## config.mk

```make
export PLATFORM = sky130hd
export DESIGN_NAME = shake_xof_sequencer
export DESIGN_NICKNAME = d
export VERILOG_FILES = /design/src/rtl/shake_xof_sequencer.sv
export SDC_FILE = /design/constraint.sdc
export NUM_CORES = 1
export LEC_CHECK = 0
export CAP_MARGIN = 20
export CORE_MARGIN = 2
export CORE_UTILIZATION = 45
export CTS_CLUSTER_DIAMETER = 50
export DETAILED_ROUTE_END_ITERATION = 10
export GPL_TIMING_DRIVEN = 0
export PLACE_DENSITY = 0.77
export SLEW_MARGIN = 15
export SYNTH_ARGS = -nofsm -noshare
export SYNTH_HDL_FRONTEND = slang
export SYNTH_SLANG_ARGS = --single-unit
export TNS_END_PERCENT = 1
```

## constraint.sdc

```tcl
create_clock -name clock -period 1.7 [get_ports clock]
set_input_delay 0.255 -clock clock [delete_from_list [all_inputs] [get_ports clock]]
set_output_delay 0.255 -clock clock [all_outputs]
set_load 0.05 [all_outputs]
```

## src/rtl/shake_xof_sequencer.sv

```systemverilog
// shake_xof_sequencer
//   Sits between the main controller and a 32-bit SHAKE stream core.
//   For each request it sends the output-length header, the input-length
//   header and the message words. It then collects OUT_BITS of digest,
//   byte-swapped per word, into res.
//   Optional watchdog: define SHAKE_SEQ_TIMEOUT_EN to abort a request that
//   sees no handshake for TIMEOUT_CYCLES consecutive cycles.
//
//   state  | meaning
//   -------+-------------------------------------------------
//   IDLE   | waiting for start
//   OLEN   | presenting output-length header (OUT_BITS)
//   ILEN   | presenting input-length header (msg bits | 0x8000_0000)
//   MSG    | presenting message words, word 0 first
//   READ   | accepting digest words from the core
//   DONE   | one-cycle done pulse, busy drops on exit

module shake_xof_sequencer #(
    parameter int MAX_MSG_WORDS  = 4,
    parameter int OUT_BITS       = 128,
    parameter int TIMEOUT_CYCLES = 1024
) (
    input  logic                               clock,
    input  logic                               reset,
    input  logic                               start,
    input  logic [MAX_MSG_WORDS*32-1:0]        msg,
    input  logic [$clog2(MAX_MSG_WORDS+1)-1:0] msg_words,
    output logic                               busy,
    output logic                               done,
    output logic                               error,
    output logic [OUT_BITS-1:0]                res,
    output logic                               din_valid,
    output logic [31:0]                        din,
    input  logic                               din_ready,
    input  logic                               dout_valid,
    input  logic [31:0]                        dout,
    output logic                               dout_ready
);

    localparam int NW_W      = $clog2(MAX_MSG_WORDS + 1);
    localparam int OUT_WORDS = OUT_BITS / 32;
    localparam int RD_W      = $clog2(OUT_WORDS + 1);

    typedef enum logic [2:0] {
        S_IDLE, S_OLEN, S_ILEN, S_MSG, S_READ, S_DONE
    } state_t;

    state_t                      state, state_n;
    logic [MAX_MSG_WORDS*32-1:0] msg_q, msg_n;
    logic [NW_W-1:0]             nwords_q, nwords_n;
    logic [NW_W-1:0]             left_q, left_n;
    logic [RD_W-1:0]             rd_q, rd_n;
    logic [31:0]                 din_n;
    logic                        din_valid_n, dout_ready_n;
    logic                        busy_n, done_n, error_n;
    logic [OUT_BITS-1:0]         res_n;
    logic                        in_xfer, out_xfer;
    logic [31:0]                 dout_swap;

    assign in_xfer   = din_valid & din_ready;
    assign out_xfer  = dout_valid & dout_ready;
    assign dout_swap = {dout[7:0], dout[15:8], dout[23:16], dout[31:24]};

`ifdef SHAKE_SEQ_TIMEOUT_EN
    localparam int WD_W = $clog2(TIMEOUT_CYCLES + 1);
    localparam logic [WD_W-1:0] WD_RELOAD = WD_W'(TIMEOUT_CYCLES - 1);

    logic [WD_W-1:0] wd_q, wd_n;

    // Watchdog down-counter; terminal count at zero means a stalled handshake.
    always_ff @(posedge clock or negedge reset) begin
        if (!reset) wd_q <= '0;
        else        wd_q <= wd_n;
    end
`endif

    // State, datapath and registered outputs.
    always_ff @(posedge clock or negedge reset) begin
        if (!reset) begin
            state      <= S_IDLE;
            msg_q      <= '0;
            nwords_q   <= '0;
            left_q     <= '0;
            rd_q       <= '0;
            din        <= '0;
            din_valid  <= 1'b0;
            dout_ready <= 1'b0;
            busy       <= 1'b0;
            done       <= 1'b0;
            error      <= 1'b0;
            res        <= '0;
        end else begin
            state      <= state_n;
            msg_q      <= msg_n;
            nwords_q   <= nwords_n;
            left_q     <= left_n;
            rd_q       <= rd_n;
            din        <= din_n;
            din_valid  <= din_valid_n;
            dout_ready <= dout_ready_n;
            busy       <= busy_n;
            done       <= done_n;
            error      <= error_n;
            res        <= res_n;
        end
    end

    // Next-state and next-output decode.
    always_comb begin
        state_n      = state;
        msg_n        = msg_q;
        nwords_n     = nwords_q;
        left_n       = left_q;
        rd_n         = rd_q;
        din_n        = din;
        din_valid_n  = din_valid;
        dout_ready_n = dout_ready;
        busy_n       = busy;
        done_n       = 1'b0;
        error_n      = 1'b0;
        res_n        = res;

        case (state)
            S_IDLE: begin
                if (start) begin
                    msg_n       = msg;
                    nwords_n    = (msg_words > NW_W'(MAX_MSG_WORDS)) ?
                                  NW_W'(MAX_MSG_WORDS) : msg_words;
                    res_n       = '0;
                    busy_n      = 1'b1;
                    din_n       = 32'(OUT_BITS);
                    din_valid_n = 1'b1;
                    state_n     = S_OLEN;
                end
            end
            S_OLEN: begin
                if (in_xfer) begin
                    din_n   = 32'h8000_0000 | (32'(nwords_q) << 5);
                    state_n = S_ILEN;
                end
            end
            S_ILEN: begin
                if (in_xfer) begin
                    if (nwords_q == '0) begin
                        din_valid_n  = 1'b0;
                        dout_ready_n = 1'b1;
                        rd_n         = RD_W'(OUT_WORDS - 1);
                        state_n      = S_READ;
                    end else begin
                        // Message is consumed from the low end by shifting.
                        din_n   = msg_q[31:0];
                        msg_n   = msg_q >> 32;
                        left_n  = nwords_q - NW_W'(1);
                        state_n = S_MSG;
                    end
                end
            end
            S_MSG: begin
                if (in_xfer) begin
                    if (left_q == '0) begin
                        din_valid_n  = 1'b0;
                        dout_ready_n = 1'b1;
                        rd_n         = RD_W'(OUT_WORDS - 1);
                        state_n      = S_READ;
                    end else begin
                        din_n  = msg_q[31:0];
                        msg_n  = msg_q >> 32;
                        left_n = left_q - NW_W'(1);
                    end
                end
            end
            S_READ: begin
                if (out_xfer) begin
                    res_n = (res << 32) | OUT_BITS'(dout_swap);
                    if (rd_q == '0) begin
                        dout_ready_n = 1'b0;
                        done_n       = 1'b1;
                        state_n      = S_DONE;
                    end else begin
                        rd_n = rd_q - RD_W'(1);
                    end
                end
            end
            S_DONE: begin
                busy_n  = 1'b0;
                state_n = S_IDLE;
            end
            default: state_n = S_IDLE;
        endcase

`ifdef SHAKE_SEQ_TIMEOUT_EN
        wd_n = WD_RELOAD;
        if (state == S_OLEN || state == S_ILEN || state == S_MSG || state == S_READ) begin
            if (in_xfer || out_xfer) begin
                wd_n = WD_RELOAD;
            end else if (wd_q == '0) begin
                error_n      = 1'b1;
                din_valid_n  = 1'b0;
                dout_ready_n = 1'b0;
                res_n        = '0;
                busy_n       = 1'b0;
                done_n       = 1'b0;
                state_n      = S_IDLE;
            end else begin
                wd_n = wd_q - WD_W'(1);
            end
        end
`endif
    end

endmodule

```

# Word-level counts from Yosys, hierarchy flattened
# Index checks and enable logic that the tools add are counted.
[totals]
register_bits = 304
in_bits = 168
output_inout_bits = 165
elab_cells = 109
[classes]
add_sub_neg = 3
magnitude_cmp = 1
n_eq_ne = 16
mux = 55
bitwise_logic = 3
n_reduce_logical = 20
[ops]
columns = ["cell", "n"]
rows = [
  ["128-bit two-way mux", 7],
  ["128-bit one-hot mux with 3 select lines", 1],
  ["128-bit one-hot mux with 2 select lines", 1],
  ["32-bit two-way mux", 6],
  ["128-bit by 32-bit bitwise OR with 128-bit output", 1],
  ["32-bit one-hot mux with 4 select lines", 1],
  ["3-bit two-way mux", 19],
  ["7-bit AND reduction", 4],
  ["2-bit inequality test, second input constant", 11],
  ["3-bit one-hot mux with 5 select lines", 1],
  ["1-bit two-way mux", 14],
  ["3-bit zero test", 4],
  ["6-bit AND reduction", 2],
  ["3-bit one-hot mux with 3 select lines", 1],
  ["3-bit by 1-bit subtractor with 3-bit output, second input constant", 3],
  ["3-bit by 2-bit equality test with 1-bit output, second input constant", 2],
  ["3-bit equality test, second input constant", 2],
  ["1-bit one-hot mux with 3 select lines", 2],
  ["3-bit one-hot mux with 2 select lines", 1],
  ["2-bit nonzero test", 3],
  ["3-bit nonzero test", 2],
  ["5-bit AND reduction", 1],
  ["2-bit AND reduction", 2],
  ["4-bit nonzero test", 1],
  ["other kinds (5)", 6],
]

# Longest topological paths before layout
[logic_depth]
depth_word = 4
depth_mapped = 7
mapped_depth_nobuf = 6

# Least setup slack after synthesis
# No wires, ideal clock.
[synth_timing]
kind = "reg-to-reg"
from = "register dout_ready"
to = "register res[105]"
setup_time_ns = 0.067
arrival_ns = 1.782
slack_ns = -0.149
path_stages_with_launch = 6
n_path_buf = 2
period_less_slack_ns = 1.849
path_cell_list = "dfrtp_1 -> and3_1 -> o21ai_0 -> clkbuf_1 -> clkbuf_1 -> a22o_1"
[synth_between]
elab_chain_cells = 3
[synth_lines]
columns = ["item", "line", "source"]
rows = [
  ["from (decl)", "37", "output logic dout_ready"],
  ["from (signal assigned)", "100", "dout_ready <= dout_ready_n;"],
  ["1-bit bitwise AND", "61", "assign out_xfer = dout_valid & dout_ready;"],
  ["2-bit inequality test (no line)", "n/a", ""],
  ["3-bit AND reduction (no line)", "n/a", ""],
  ["to (signal assigned)", "104", "res <= res_n;"],
  ["to (decl)", "31", "output logic [OUT_BITS-1:0] res,"],
]
# No other way between the ends.
# A chain may end at the register's enable or synchronous reset.

# Final worst setup path
[layout_timing]
from = "register state[1]"
to = "register msg_q[67]"
[layout_between]
elab_chain_cells = 3
elab_cells_between_ends = 11
[layout_lines]
columns = ["item", "line", "source"]
rows = [
  ["from (decl)", "48", "state_t state, state_n;"],
  ["from (signal assigned)", "93", "state <= state_n;"],
  ["3-bit by 2-bit equality test with 1-bit output or 3-bit zero test (tied branches)", "123", "case (state)"],
  ["2-bit inequality test (no line) or 3-bit nonzero test (tied branches)", "n/a", ""],
  ["6-bit AND reduction (no line)", "n/a", ""],
  ["to (signal assigned)", "94", "msg_q <= msg_n;"],
  ["to (decl)", "49", "logic [MAX_MSG_WORDS*32-1:0] msg_q, msg_n;"],
]
# Parallel ways exist; a longest one is shown, timed or not.

==> run metrics <==
average instance area after synthesis=11.8 sq um; Post-Place Setup Slack=-679 ps; Final min period=1980 ps; number of global-route vias before repair=10,496; number of buffers created by CTS=35; transition at the pin with the smallest max-transition slack=599 ps; arrival time at the worst endpoint=2380 ps; length of the first detailed-routing pass in iterations=5; remaining global-route overflow=0; hold slack=202 ps; highest-delay cell along the critical path=sky130_fd_sc_hd__or3b_4; end point of the critical path=msg_q[67]; Worst VDD drop=618 uV; share of cells above drive strength 1=22.3%; pin count of the biggest net entering global routing=107; number of remaining DRC errors=0; Net count, final=1,699; total power per unit cell area=819 mW/mm^2; share of synthesized flip-flops with an asynchronous set or reset=100%; core footprint=0.0295 sq mm; CP required=2090 ps; class of the tightest hold or removal check=in2async; DR iter-0 viols=614; area of the multi-input gates=0.00505 sq mm; number of max-cap violations=0; global-route wire length before repair=57,900 um; Filler Cell Count=2,226; LEAKAGE=10.1 nW; highest fanout seen on the critical path=6; area of the die=0.0311 sq mm; fraction of post-synthesis cell area in the top cell type by area=56.9%; number of nets produced by synthesis=1,309; combinational group share of total power=4.7%; Max-slew headroom=60.2%; clock-pin slew of the registers on the worst-case setup and hold paths=60 ps; RSZ-0062 raised after global routing=true; warning count from the yosys run=0; share of total power consumed by net switching=21.5%; setup TNS=-31,300 ps; Final Hold Fails=0; Die Ht=176 um; proportion of power drawn by the clock network=48.1%; Post-Route Skew=12.9 ps; TritonCTS clock tree=yes; relative contribution of sequential cells to total power=47.2%; slowest cell delay on critical path=430 ps; Chip Width=176 um; placed wire-length estimate=27,600 um; P_int=12.0 mW; top cell types by occurrence after synthesis=304 x sky130_fd_sc_hd__dfrtp_1, 291 x sky130_fd_sc_hd__nand2_1, 130 x sky130_fd_sc_hd__a22o_1, 89 x sky130_fd_sc_hd__mux2_4, 67 x sky130_fd_sc_hd__inv_1; Worst setup startpoint=state[1]; number of flops mapped to enable cells by yosys=0; antenna violations before repair=3; Routed Antenna Nets=0; maximum root-to-sink buffer count=3; wire per inst=19.4 um; H-tree level count=2; relative area change from synthesis to final layout=39.9%; type of origin of the critical path=flop; Placed Cells incl. Taps=1,862; Mapped Area=0.0134 sq mm; cells taking the most area after synthesis=sky130_fd_sc_hd__dfrtp_1 57%, sky130_fd_sc_hd__mux2_4 10%, sky130_fd_sc_hd__a22o_1 8.5%, sky130_fd_sc_hd__nand2_1 8.2%, sky130_fd_sc_hd__mux2i_1 4.7%; endpoint type of the worst setup path=flop; switching power summed over all nets=3.29 mW; critical-path cell list=or3b_4, a21oi_4, o21ai_4, buf_12, buf_16, clkbuf_16, mux2_4; number of clock sinks=304; fraction of the yosys area taken by sequential cells=56.9%; sequential cell area in the final layout=0.00761 sq mm; reg2reg setup slack=-280 ps; number of cells on the worst reg-to-reg path=7; crit path setup slack, layout=-284 ps; GR Util All Layers=23.9%; run status=finished with violations; Gate Count Post-Synth=1,138; root buffer cell=sky130_fd_sc_hd__clkbuf_16; category of the critical setup timing path=reg2reg; library cells used by synthesis=48; Highest Clock Rate=504 MHz; final RePlAce weighted congestion=0.893; cell with the most instances after synthesis=sky130_fd_sc_hd__dfrtp_1; vias per inst=5.23; violations in the final reports=setup timing; fraction of the cycle the final worst path needs=117%; Overall Power=15.3 mW; starting density of the core=45.4%; number of buffer cells added on primary ports=331; total wirelength of the detailed-routed design=37,600 um; dominant synthesized flop cell=sky130_fd_sc_hd__dfrtp_1; startpoint of the lowest-slack register-to-register path=state[1]; library cell with the largest summed area after synthesis=sky130_fd_sc_hd__dfrtp_1; flop and latch count out of synthesis=304; worst skew pair latency=510 ps; Finish-stage setup viols=162; Max Slew Vio Count=0; Placement Rows=63; number of antenna diodes=0; total number of vias=10,140; count of non-filler cells in the finished layout=1,940; Reg2Reg Capture Point=msg_q[67]; number of top-level pins=333
-- registers in the layout, indices dropped and copies added, names as in the netlist --
signal,cells
rd_q,3
din,32
msg_q,128
left_q,3
dout_ready,1
done,1
nwords_q,3
res,128
busy,1
din_valid,1
state,3
-- through the flow --
step           utilization [%]  instance area, sq um
6_report                  63.5                 18700
2_1_floorplan                -                 13400
5_1_grt                   63.5                 18700
3_3_place_gp              58.4                 17200
3_5_place_dp              58.7                 17300
4_1_cts                   63.4                 18700
-- metal layers --
metal / vias up / GRT usage, % / wire length [um] / share of wire, %
met5: - / 0 / 26 / 0.069
met4: 4 / 8.06 / 1130 / 3.0
met3: 73 / 5.66 / 2920 / 7.8
met2: 402 / 42.1 / 18700 / 50
met1: 4988 / 28.6 / 14800 / 39
li1: 4673 / - / - / -
-- logic make-up after synthesis --
family                   count (synthesis)  synth area share [%]
flip-flops                             304                  56.9
other                                    1                0.0280
adder cells (fa/ha/maj)                  3                 0.281
AND/OR/NAND/NOR                        321                  9.54
AO/OA/AOI/OAI                          199                  11.7
multiplexers                           164                  15.7
buffers and inverters                  146                  5.88
-- critical path, delay by kind of cell (launching register included) --
kind	cells	cell delay, ps
multiplexers	1	300
AO/OA/AOI/OAI	2	250
buffers and inverters	3	460
AND/OR/NAND/NOR	1	430
flip-flops	1	410
-- repair_timing --
item,in CTS,in global routing
hold endpoints to repair,41,0
setup endpoints to repair,460,354
pin swaps,5,4
hold buffers,1,0
resized for setup,370,99
cloned,1,1
setup buffers,6,11
-- power by group through the flow --
stage	Combinational, mW	Clock, mW	Sequential (mW)
floorplan	0.118	0	7.37
global placement	0.693	0	7.38
detailed placement	0.720	0	7.37
CTS	0.731	7.50	7.24
global route	0.793	7.79	7.23
finish	0.724	7.36	7.24
-- area by class of cell --
cell class,count,area share [%]
Buffer,79,4.04
Clock buffer,45,5.20
Clock inverter,14,0.836
Inverter,67,1.34
Multi-Input combinational cell,688,27.0
Sequential cell,304,40.7
Tap cell,390,2.61
Timing Repair Buffer,353,18.3
-- cell usage in the layout, fill, tap and decap left out, types with 3 or more instances in the layout --
| master | n |
|---|---|
| sky130_fd_sc_hd__mux2i_1 | 61 |
| sky130_fd_sc_hd__buf_12 | 19 |
| sky130_fd_sc_hd__clkdlybuf4s50_1 | 166 |
| sky130_fd_sc_hd__inv_6 | 5 |
| sky130_fd_sc_hd__clkbuf_16 | 36 |
| sky130_fd_sc_hd__buf_6 | 7 |
| sky130_fd_sc_hd__a21o_1 | 3 |
| sky130_fd_sc_hd__nand3_1 | 3 |
| sky130_fd_sc_hd__buf_2 | 7 |
| sky130_fd_sc_hd__o21ai_0 | 41 |
| sky130_fd_sc_hd__clkbuf_8 | 7 |
| sky130_fd_sc_hd__clkbuf_4 | 13 |
| sky130_fd_sc_hd__nand3b_1 | 3 |
| sky130_fd_sc_hd__clkdlybuf4s15_2 | 40 |
| sky130_fd_sc_hd__a22o_1 | 130 |
| sky130_fd_sc_hd__buf_16 | 4 |
| sky130_fd_sc_hd__buf_1 | 3 |
| sky130_fd_sc_hd__a21oi_1 | 5 |
| sky130_fd_sc_hd__nand2b_1 | 3 |
| sky130_fd_sc_hd__clkinv_2 | 4 |
| sky130_fd_sc_hd__dfrtp_2 | 6 |
| sky130_fd_sc_hd__mux2_4 | 89 |
| sky130_fd_sc_hd__nor2_1 | 6 |
| sky130_fd_sc_hd__dfrtp_1 | 298 |
| sky130_fd_sc_hd__clkdlybuf4s15_1 | 49 |
| sky130_fd_sc_hd__nand2_1 | 291 |
| sky130_fd_sc_hd__mux2_2 | 12 |
| sky130_fd_sc_hd__buf_4 | 27 |
| sky130_fd_sc_hd__inv_1 | 67 |
| sky130_fd_sc_hd__dlygate4sd2_1 | 37 |
| sky130_fd_sc_hd__clkbuf_1 | 12 |
| sky130_fd_sc_hd__clkbuf_2 | 47 |
-- how the worst min path moves through the flow --
| stage | depth (start not counted) | from | slack, ps | endpoint |
|---|---|---|---|---|
| 6_report | 2 | reset | 200 | msg_q[112] |
| 4_1_cts | 2 | reset | 200 | msg_q[112] |
| 5_1_grt | 2 | reset | 230 | msg_q[114] |
| 2_1_floorplan | 0 | reset | -40 | busy |
| 3_3_place_gp | 1 | rd_q[2] | 460 | rd_q[2] |
| 3_5_place_dp | 1 | reset | 150 | msg_q[112] |
Power figures use the tool's default switching activity.
